**src/rtl/ps2_mouse_decoder.sv**
```systemverilog
// ps2_mouse_decoder
//
// Turns a raw PS/2 mouse stream into an absolute, saturating X position and
// the left-button level. Both pins are synchronized, ps2_clk is debounced,
// 11-bit frames are deframed on filtered falling edges, and 3-byte movement
// packets are assembled. Each accepted packet adds its signed X delta to the
// position.
//
// Parameters
//   FILTER_LEN  consecutive equal samples before filtered ps2_clk moves (1..15)
//   TIMEOUT     cycles without a falling edge that abort a frame in progress
//   X_MAX       upper saturation limit of mouse_x
//
// Ports
//   clock           system clock, all logic on posedge
//   reset_          asynchronous active-low reset
//   ps2_clk         raw PS/2 clock pin (asynchronous, idle high)
//   ps2_dat         raw PS/2 data pin (asynchronous, idle high)
//   mouse_x         absolute X position
//   mouse_pressed_  0 while the left button is held
//   packet_valid    one-cycle pulse when a packet is accepted
//   frame_error     one-cycle pulse on parity, stop or timeout error
//
// Bit FSM states
//   state    | meaning
//   S_IDLE   | waiting for a start bit (data low on a falling edge)
//   S_DATA   | shifting in 8 data bits, LSB first
//   S_PARITY | capturing the parity bit
//   S_STOP   | checking stop bit and odd parity, handing byte to packet stage

module ps2_mouse_decoder #(
  parameter int unsigned FILTER_LEN = 4,
  parameter int unsigned TIMEOUT    = 2000,
  parameter logic [15:0] X_MAX      = 16'hFFFF
) (
  input  logic        clock,
  input  logic        reset_,
  input  logic        ps2_clk,
  input  logic        ps2_dat,
  output logic [15:0] mouse_x,
  output logic        mouse_pressed_,
  output logic        packet_valid,
  output logic        frame_error
);

  localparam int TW = (TIMEOUT > 1) ? $clog2(TIMEOUT + 1) : 1;
  localparam logic [3:0]    FILT_LAST = 4'(FILTER_LEN - 1);
  localparam logic [TW-1:0] TO_LAST   = TW'(TIMEOUT - 1);

  typedef enum logic [1:0] {
    S_IDLE,
    S_DATA,
    S_PARITY,
    S_STOP
  } state_t;

  // Input synchronizers
  logic clk_s1, clk_s2;
  logic dat_s1, dat_s2;

  always_ff @(posedge clock or negedge reset_) begin
    if (!reset_) begin
      clk_s1 <= 1'b1;
      clk_s2 <= 1'b1;
      dat_s1 <= 1'b1;
      dat_s2 <= 1'b1;
    end else begin
      clk_s1 <= ps2_clk;
      clk_s2 <= clk_s1;
      dat_s1 <= ps2_dat;
      dat_s2 <= dat_s1;
    end
  end

  // Clock filter: filt_cnt counts consecutive synchronized samples that
  // disagree with the filtered value; any agreeing sample restarts the count,
  // so short glitches never reach filt_clk.
  logic       filt_clk;
  logic       filt_prev;
  logic [3:0] filt_cnt;
  logic       fall;

  always_ff @(posedge clock or negedge reset_) begin
    if (!reset_) begin
      filt_clk  <= 1'b1;
      filt_prev <= 1'b1;
      filt_cnt  <= 4'd0;
    end else begin
      filt_prev <= filt_clk;
      if (clk_s2 == filt_clk) begin
        filt_cnt <= 4'd0;
      end else if (filt_cnt == FILT_LAST) begin
        filt_clk <= clk_s2;
        filt_cnt <= 4'd0;
      end else begin
        filt_cnt <= filt_cnt + 4'd1;
      end
    end
  end

  assign fall = filt_prev & ~filt_clk;

  // Frame / packet state
  state_t        state;
  logic [2:0]    bit_cnt;
  logic [7:0]    shift;
  logic          par_bit;
  logic [TW-1:0] tcnt;
  logic [1:0]    byte_idx;
  logic          left;
  logic          x_sign;
  logic          x_ovf;
  logic [7:0]    dx_byte;

  // Stop bit must be 1 and data+parity must carry an odd number of ones.
  logic frame_ok;
  assign frame_ok = dat_s2 & (^{shift, par_bit});

  // Saturating position update, evaluated in 18 bits so both the negative
  // and the above-X_MAX cases are visible.
  logic [17:0] sum;
  logic [15:0] x_next;

  always_comb begin
    sum = {2'b00, mouse_x} + {{9{x_sign}}, x_sign, dx_byte};
    if (sum[17]) begin
      x_next = 16'd0;
    end else if (sum[16:0] > {1'b0, X_MAX}) begin
      x_next = X_MAX;
    end else begin
      x_next = sum[15:0];
    end
  end

  always_ff @(posedge clock or negedge reset_) begin
    if (!reset_) begin
      state          <= S_IDLE;
      bit_cnt        <= 3'd0;
      shift          <= 8'd0;
      par_bit        <= 1'b0;
      tcnt           <= '0;
      byte_idx       <= 2'd0;
      left           <= 1'b0;
      x_sign         <= 1'b0;
      x_ovf          <= 1'b0;
      dx_byte        <= 8'd0;
      mouse_x        <= 16'd0;
      mouse_pressed_ <= 1'b1;
      packet_valid   <= 1'b0;
      frame_error    <= 1'b0;
    end else begin
      packet_valid <= 1'b0;
      frame_error  <= 1'b0;

      if (fall) begin
        tcnt <= '0;
        case (state)
          S_IDLE: begin
            if (!dat_s2) begin
              state   <= S_DATA;
              bit_cnt <= 3'd0;
            end
          end
          S_DATA: begin
            shift   <= {dat_s2, shift[7:1]};
            bit_cnt <= bit_cnt + 3'd1;
            if (bit_cnt == 3'd7) state <= S_PARITY;
          end
          S_PARITY: begin
            par_bit <= dat_s2;
            state   <= S_STOP;
          end
          S_STOP: begin
            state <= S_IDLE;
            if (frame_ok) begin
              case (byte_idx)
                2'd0: begin
                  // bit3 is always set in a real header byte; anything else
                  // means we are out of step, so drop it and wait.
                  if (shift[3]) begin
                    left     <= shift[0];
                    x_sign   <= shift[4];
                    x_ovf    <= shift[6];
                    byte_idx <= 2'd1;
                  end
                end
                2'd1: begin
                  dx_byte  <= shift;
                  byte_idx <= 2'd2;
                end
                default: begin
                  packet_valid   <= 1'b1;
                  mouse_pressed_ <= ~left;
                  if (!x_ovf) mouse_x <= x_next;
                  byte_idx       <= 2'd0;
                end
              endcase
            end else begin
              frame_error <= 1'b1;
              byte_idx    <= 2'd0;
            end
          end
          default: state <= S_IDLE;
        endcase
      end else if (state != S_IDLE) begin
        if (tcnt == TO_LAST) begin
          state       <= S_IDLE;
          byte_idx    <= 2'd0;
          frame_error <= 1'b1;
          tcnt        <= '0;
        end else begin
          tcnt <= tcnt + TW'(1);
        end
      end else begin
        tcnt <= '0;
      end
    end
  end

endmodule
```
**config.mk**
```make
export PLATFORM = sky130hd
export DESIGN_NAME = ps2_mouse_decoder
export DESIGN_NICKNAME = d
export VERILOG_FILES = /design/src/rtl/ps2_mouse_decoder.sv
export SDC_FILE = /design/constraint.sdc
export NUM_CORES = 1
export LEC_CHECK = 0
export CAP_MARGIN = 25
export CELL_PAD_IN_SITES_DETAIL_PLACEMENT = 0
export CELL_PAD_IN_SITES_GLOBAL_PLACEMENT = 1
export CORE_MARGIN = 8
export CORE_UTILIZATION = 43
export DETAILED_ROUTE_END_ITERATION = 16
export GPL_ROUTABILITY_DRIVEN = 1
export GPL_TIMING_DRIVEN = 0
export PLACE_DENSITY_LB_ADDON = 0.25
export SLEW_MARGIN = 15
export SYNTH_ARGS = -nofsm -noshare
export SYNTH_HDL_FRONTEND = slang
export SYNTH_SLANG_ARGS = --single-unit
export TNS_END_PERCENT = 20
```
**constraint.sdc**
```tcl
create_clock -name clock -period 2.4 [get_ports clock]
set_clock_uncertainty 0.1 [all_clocks]
set_input_delay 0.72 -clock clock [delete_from_list [all_inputs] [get_ports clock]]
set_output_delay 0.72 -clock clock [all_outputs]
set_load 0.02 [all_outputs]
```
==> impl_metrics.tcl, run 1 <==
set metrics [dict create \
    timing_max_transition_violations_final 0 \
    dp_worst_setup_slack_ns -0.4257 \
    grt_max_degree 46 \
    timing.rr.end "mouse_x[15]" \
    clock_insertion_delay_worst_skew_ns 0.34 \
    detail_route.vias_per_cell 5.350 \
    worstPathArrival_ns 2.61 \
    worst_hold_path_type "in -> async" \
    critPathTopFamily "compound AO/OA/AOI/OAI gates" \
    synth_area_sq_um 3910 \
    leading_cell_type_in_the_layout_fill_and_taps_excluded "dfrtp_1" \
    syn-instance-count 392 \
    share_of_the_yosys_chip_area_belonging_to_registers_pct 43.10 \
    synth.lib_cells_used.distinct 59 \
    grt_first_pass_wirelength_mm 14.05 \
    starting_density_of_the_core_pct 44.62 \
    worst-r2r-setup-slack_ns -0.10 \
    finalWorstSetupSlack_ns -0.1039 \
    worstMarginPinSlew_ns 0.5268 \
    postPlaceCellArea_sq_um 4342 \
    period_minus_slack_ns 2.504 \
    placeableCoreArea_sq_um 8763 \
    instances_no_fill 552 \
    hold_buffers 0 \
    place.gp.congestion 0.8435 \
    clockPowerShare_pct 34.1 \
    synthToLayoutAreaGrowth_pct 26.46 \
    synth_warnings 0 \
    post-route-period-util_pct 104.3 \
    cts_sinks 67 \
    vias_in_the_first_global_route 2938 \
    grt_antenna_before_repair 0 \
    numPlacedInstances 523 \
    multi_input_area_sq_um 2367 \
    setup_viol 16 \
    cts.path.max_buffers 2 \
    syn_nets 422 \
    p_per_area_nw_per_um2 562.4 \
    final_cell_area_sq_um 4945 \
    timing.slew.headroom_pct 64.56 \
    cts_tree "yes" \
    grt_setup_unrepaired "yes" \
    portBuffers 22 \
    syn_area_per_cell_sq_um 9.974 \
    register_area_sq_um 1690 \
    nNetsFinal 469 \
    ant_nets 0 \
    routedWlPerCell_um 15.01 \
    cts_root_buf "clkbuf_8" \
    cell_internal_power_w 0.001980 \
    worst-endpoint-required_ns 2.51 \
    synth-edff-count 0 \
    filler_cell_count 775 \
    postSynth.asyncResetShare_pct 100.0 \
    crit_top_cell "o21ai_1" \
    grt-ovfl-total 0 \
    final_cell_mix "56 x dfrtp_1, 38 x nand2_1, 36 x nor2_1, 21 x mux2_2, 21 x clkdlybuf4s50_1" \
    postLayoutCoreUtil_pct 56.42 \
    dominantRegCellSynth "dfrtp_1" \
    worst_path_max_delay_cell "or3b_2" \
    drive_above_1_share_pct 29.28 \
    crit_path_cell_trace "buf_4, ha_2, o21a_1, nor2_1, a211oi_2, o21ai_1, or3b_2, a31oi_4, o21ai_1" \
    detailroute.via_count 2953 \
    switching_share_pct 28.81 \
    outcome "complete, but fails checks" \
    cts-buffers-inserted 9 \
    drt_wl_total_mm 8.287 \
    rr_worst_depth 9 \
    power_w 0.002781 \
    critical_path.startpoint_type "flop" \
    drt_first_iter_violations 86 \
    synth_top_area_cell "dfrtp_1" \
    power_frac_seq_pct 47.8 \
    hpwl_mm 5.686 \
    antenna_cells 0 \
    reg2reg_from "x_sign" \
    criticalPathCategory "reg -> reg" \
    ys_top_cells_by_area "dfrtp_1 38%, ha_1 8.0%, mux2_2 6.0%" \
    crit_buf_inv 1 \
    vdd.ir_drop.worst_mv 0.4260 \
    die_area_sq_um 12400 \
    die_x_extent_um 111.4 \
    p_comb_share_pct 18.1 \
    max_cap_viol_count 0 \
    clkTransAtPathRegs_ns 0.08 \
    max_freq_ghz 0.3994 \
    synth_top_area_share_pct 38.40 \
    finalHoldViolCount 0 \
    htree_levels 3 \
    chipHeight_um 111.4 \
    violations_in_the_final_reports "negative setup slack" \
    leakage_nw 2.193 \
    synth-seq-cells 67 \
    cpPeakStageDelay_ns 0.49 \
    count_of_pins_on_the_block_boundary 23 \
    worstSetupEndpointType "flop" \
    num_rows 34 \
    globalRouteTotalUtil_pct 13.47 \
    switchingPower_w 0.0008012 \
    residual_drc_count 0 \
    firstDrtPassIters 4 \
    critical_path_peak_fanout 6 \
]
-- area by class of cell --
type | instances | share of cell area, %
Clock inverter | 7 | 1.544
Clock buffer | 9 | 2.505
Multi-Input combinational cell | 298 | 47.87
Timing Repair Buffer | 42 | 8.730
Inverter | 13 | 0.9868
Tap cell | 108 | 2.733
Buffer | 8 | 1.442
Sequential cell | 67 | 34.19
-- cell families after synthesis --
| family | synth area share [%] |
|---|---|
| flops | 43.10 |
| mux | 7.584 |
| fa+ha+maj | 8.512 |
| simple gates | 15.78 |
| xor+xnor | 6.848 |
| compound gates | 14.94 |
| buf+inv | 3.232 |
-- metal layers --
| metal | share of wire, % | vias up | GRT usage [%] |
|---|---|---|---|
| met2 | 50 | 38 | 22.92 |
| met1 | 46 | 1433 | 16.44 |
| met4 | 1.0 | 0 | 3.822 |
| met5 | 0 | - | 0 |
| met3 | 3.1 | 8 | 3.435 |
| li1 | - | 1474 | - |
-- synth_stat cells (2+ instances only) --
cell type and n:
dfrtp_1 60, xor2_1 10, clkbuf_1 8, a31o_2 2, o21a_1 5, o21ai_2 10
nand2_1 39, buf_4 2, nor2_1 44, mux2_2 21, and3_1 4, buf_6 2
a21oi_1 13, nand3b_1 2, nor2b_1 6, o21ai_0 26, xnor2_1 18, mux2i_1 6
nand2b_1 2, inv_1 13, a211oi_1 4, dfstp_2 7, a211o_1 2, ha_1 25
a32o_1 2, a2111oi_0 2, nor3_1 5, a31oi_1 3, a21o_1 5, nand3_1 15
-- flip-flops by register name, indices dropped and copies added, names as in the netlist, 2 cells and up --
signal,cells
tcnt,11
mouse_x,16
bit_cnt,3
shift,8
state,2
byte_idx,2
filt_cnt,4
dx_byte,8
-- worst max path at each step --
stage / startpoint / to / slack [ns] / depth (start not counted)
2_1_floorplan: mouse_x[11] / mouse_x[11] / -0.01 / 10
3_3_place_gp: reset_ / mouse_x[11] / -2.05 / 1
3_5_place_dp: x_sign / mouse_x[3] / -0.43 / 9
4_1_cts: x_sign / mouse_x[13] / -0.13 / 8
5_1_grt: dx_byte[0] / mouse_x[15] / -0.20 / 13
6_report: x_sign / mouse_x[15] / -0.10 / 9
-- power groups by stage --
stage	logic, W	registers (W)	clock network, W
3_3_place_gp	0.000494	0.00135	0
2_1_floorplan	0.000402	0.00133	0
4_1_cts	0.000517	0.00133	0.000990
5_1_grt	0.000579	0.00134	0.00103
3_5_place_dp	0.000510	0.00135	0
6_report	0.000503	0.00133	0.000947
-- per-stage QoR --
step	setup TNS, ns	hold WS [ns]
2_1_floorplan	-0.1006	0.2452
3_3_place_gp	-120.66	0.2460
3_5_place_dp	-5.728	0.2472
4_1_cts	-1.846	0.1672
5_1_grt	-2.563	0.1734
6_report	-0.5330	0.1739
-- timing repair --
item / CTS / global route
pin swaps: 14 / 15
setup endpoints to repair: 16 / 27
cloned: 2 / 0
resized for setup: 35 / 38
buffers inserted: 13 / 5
(Power assumes the default switching activity.)
==> inputs of run 2 (changes only) <==
Settings changed: CORE_MARGIN 8 to 3, SETUP_SLACK_MARGIN from default to 0.05.
==> run 2 against run 1 <==
Compared with the run above:
- the flow still finishes with violations (negative setup slack)
- flip-flop and latch count stayed put
- global-route usage rose by 3.6 points
- clock power up 24%
- utilization is 0.70 points higher
- first-iteration DRC count up 1.2%
- cell count grew 0.91%
- clock-buffer cell count stayed put
- sequential power hardly changed
- maximum frequency decreased by 0.85%
- die area down 17%
- register-to-register slack lost 0.02 ns
==> impl_metrics.tcl, run 2 (synthesis gave the netlist of run 1 again) <==
set metrics [dict create \
    cts_sinks 67 \
    hold_buffers 0 \
    registers.top_by_ff_count "mouse_x" \
    count_of_pins_on_the_block_boundary 23 \
    grt_setup_unrepaired "yes" \
    globalRouteTotalUtil_pct 17.07 \
    post-route-period-util_pct 105.2 \
    top_regs "mouse_x: 16 flops, tcnt: 11 flops" \
    drive_above_1_share_pct 28.95 \
    worstSetupEndpointType "flop" \
    grt-ovfl-total 0 \
    place.gp.congestion 0.8234 \
    power_w 0.003018 \
    critical_path_peak_fanout 5 \
    vdd.ir_drop.worst_mv 0.5676 \
    firstDrtPassIters 4 \
    final_cell_mix "53 x dfrtp_1, 41 x nor2_1, 39 x nand2_1, 21 x mux2_2, 21 x clkdlybuf4s50_1" \
    grt_antenna_before_repair 0 \
    routedWlPerCell_um 14.48 \
    postPlaceCellArea_sq_um 4390 \
    vias_in_the_first_global_route 2957 \
    critical_path.startpoint_type "flop" \
    nNetsFinal 474 \
    ant_nets 0 \
    max_freq_ghz 0.3960 \
    starting_density_of_the_core_pct 44.62 \
    timing_max_transition_violations_final 0 \
    final_cell_area_sq_um 5006 \
    grt_max_degree 57 \
    leading_cell_type_in_the_layout_fill_and_taps_excluded "dfrtp_1" \
    hold_ws_ns 0.1062 \
    htree_levels 3 \
    die_area_sq_um 10270 \
    grt_first_pass_wirelength_mm 13.87 \
    largest_reg_flops 16 \
    residual_drc_count 0 \
    period_minus_slack_ns 2.525 \
    num_rows 34 \
    placeableCoreArea_sq_um 8763 \
    setup_viol 16 \
    worst_hold_path_type "in -> async" \
    antenna_cells 0 \
    cts_tree "yes" \
    criticalPathCategory "reg -> reg" \
    drt_wl_total_mm 8.068 \
    max_cap_viol_count 0 \
    leakage_nw 2.222 \
    detailroute.via_count 2979 \
    finalHoldViolCount 0 \
    die_x_extent_um 101.4 \
    synthToLayoutAreaGrowth_pct 28.03 \
    timing.slew.headroom_pct 68.27 \
    clkTransAtPathRegs_ns 0.09 \
    outcome "complete, but fails checks" \
    worstPathArrival_ns 2.66 \
    chipHeight_um 101.4 \
    drt_first_iter_violations 87 \
    cts_root_buf "clkbuf_8" \
    clock_insertion_delay_worst_skew_ns 0.34 \
    hpwl_mm 5.628 \
    violations_in_the_final_reports "negative setup slack" \
    worstMarginPinSlew_ns 0.4717 \
    p_per_area_nw_per_um2 602.8 \
    portBuffers 22 \
    finalWorstSetupSlack_ns -0.1253 \
    detail_route.vias_per_cell 5.348 \
    cts-buffers-inserted 9 \
    worst-endpoint-required_ns 2.54 \
    cts.path.max_buffers 2 \
]
==> run 2: cell count changes in the layout (fill, tap and decap cells not counted), moves of 3 or more <==
cell and change:
dfrtp_1 -3, nor2_2 -3, buf_4 +3, o21ai_1 -3, nor2_1 +5, o21ai_2 +3, dfrtp_2 +3, ha_2 -3
==> run 2: cell type report <==
cell class	instances	area (sq um)
clock buffer	9	123.9
clock inverter	7	123.9
sequential	67	1694
timing repair buffer	44	446.7
inverter	13	48.80
multi-input combinational	298	2340
tap	108	135.1
buffer	11	93.84
fill	777	3757
==> run 2: worst paths after layout <==
kind | startpoint | endpoint | slack [ns] | cells after the start
worst max-delay path | x_sign | mouse_x[12] | -0.13 | 10
worst min-delay path | reset_ | mouse_x[4] | 0.11 | 1
worst max register to register | x_sign | mouse_x[12] | -0.13 | 10
worst min register to register | dat_s1 | dat_s2 | 0.26 | 0
max in group asynchronous | reset_ | mouse_pressed_ | 1.51 | 2
min in group clock | dat_s1 | dat_s2 | 0.26 | 0
==> run 2: per-stage QoR <==
step / setup slack, ns / std cells / TNS (ns) / util (%)
after floorplan: 0.03356 / 392 / 0 / -
after global placement: -2.014 / 522 / -118.15 / 49.81
after detailed placement: -0.3717 / 523 / -4.795 / 50.10
after CTS: -0.1183 / 552 / -1.352 / 55.41
after global routing: -0.2236 / 557 / -3.258 / 57.12
final: -0.1253 / 557 / -1.526 / 57.12
==> run 2: layer usage <==
| layer | part of all wire [%] | wire length (um) | global-route usage, % | vias to the layer above |
|---|---|---|---|---|
| li1 | - | - | - | 1487 |
| met1 | 46 | 3710 | 21.57 | 1447 |
| met2 | 50 | 4014 | 29.23 | 30 |
| met3 | 2.2 | 178 | 2.893 | 15 |
| met4 | 2.1 | 166 | 6.544 | 0 |
| met5 | 0 | 0 | 0 | - |
==> run 2: worst max-delay path, cell delays in order (launching register included) <==
cell       delay [ns]
dfrtp_2          0.46
buf_6            0.15
ha_4             0.24
a21o_1           0.18
a31o_4           0.23
a211o_1          0.33
o22ai_4          0.17
nand2_1          0.12
o2111ai_4        0.15
clkbuf_16        0.23
o21ai_2          0.05
==> run 2: what timing repair did <==
item,CTS,global route
cloned,2,0
pin swaps,14,22
gates resized for setup,30,30
endpoints found under the setup margin,27,27
buffers inserted,12,7
==> run 2: power breakdown <==
part | total [W] | switching [W] | internal (W) | leakage [nW]
Sequential | 0.00133 | 0.0000865 | 0.00124 | 0.893
Combinational | 0.000517 | 0.000258 | 0.000259 | 1.21
Clock | 0.00117 | 0.000472 | 0.000697 | 0.120
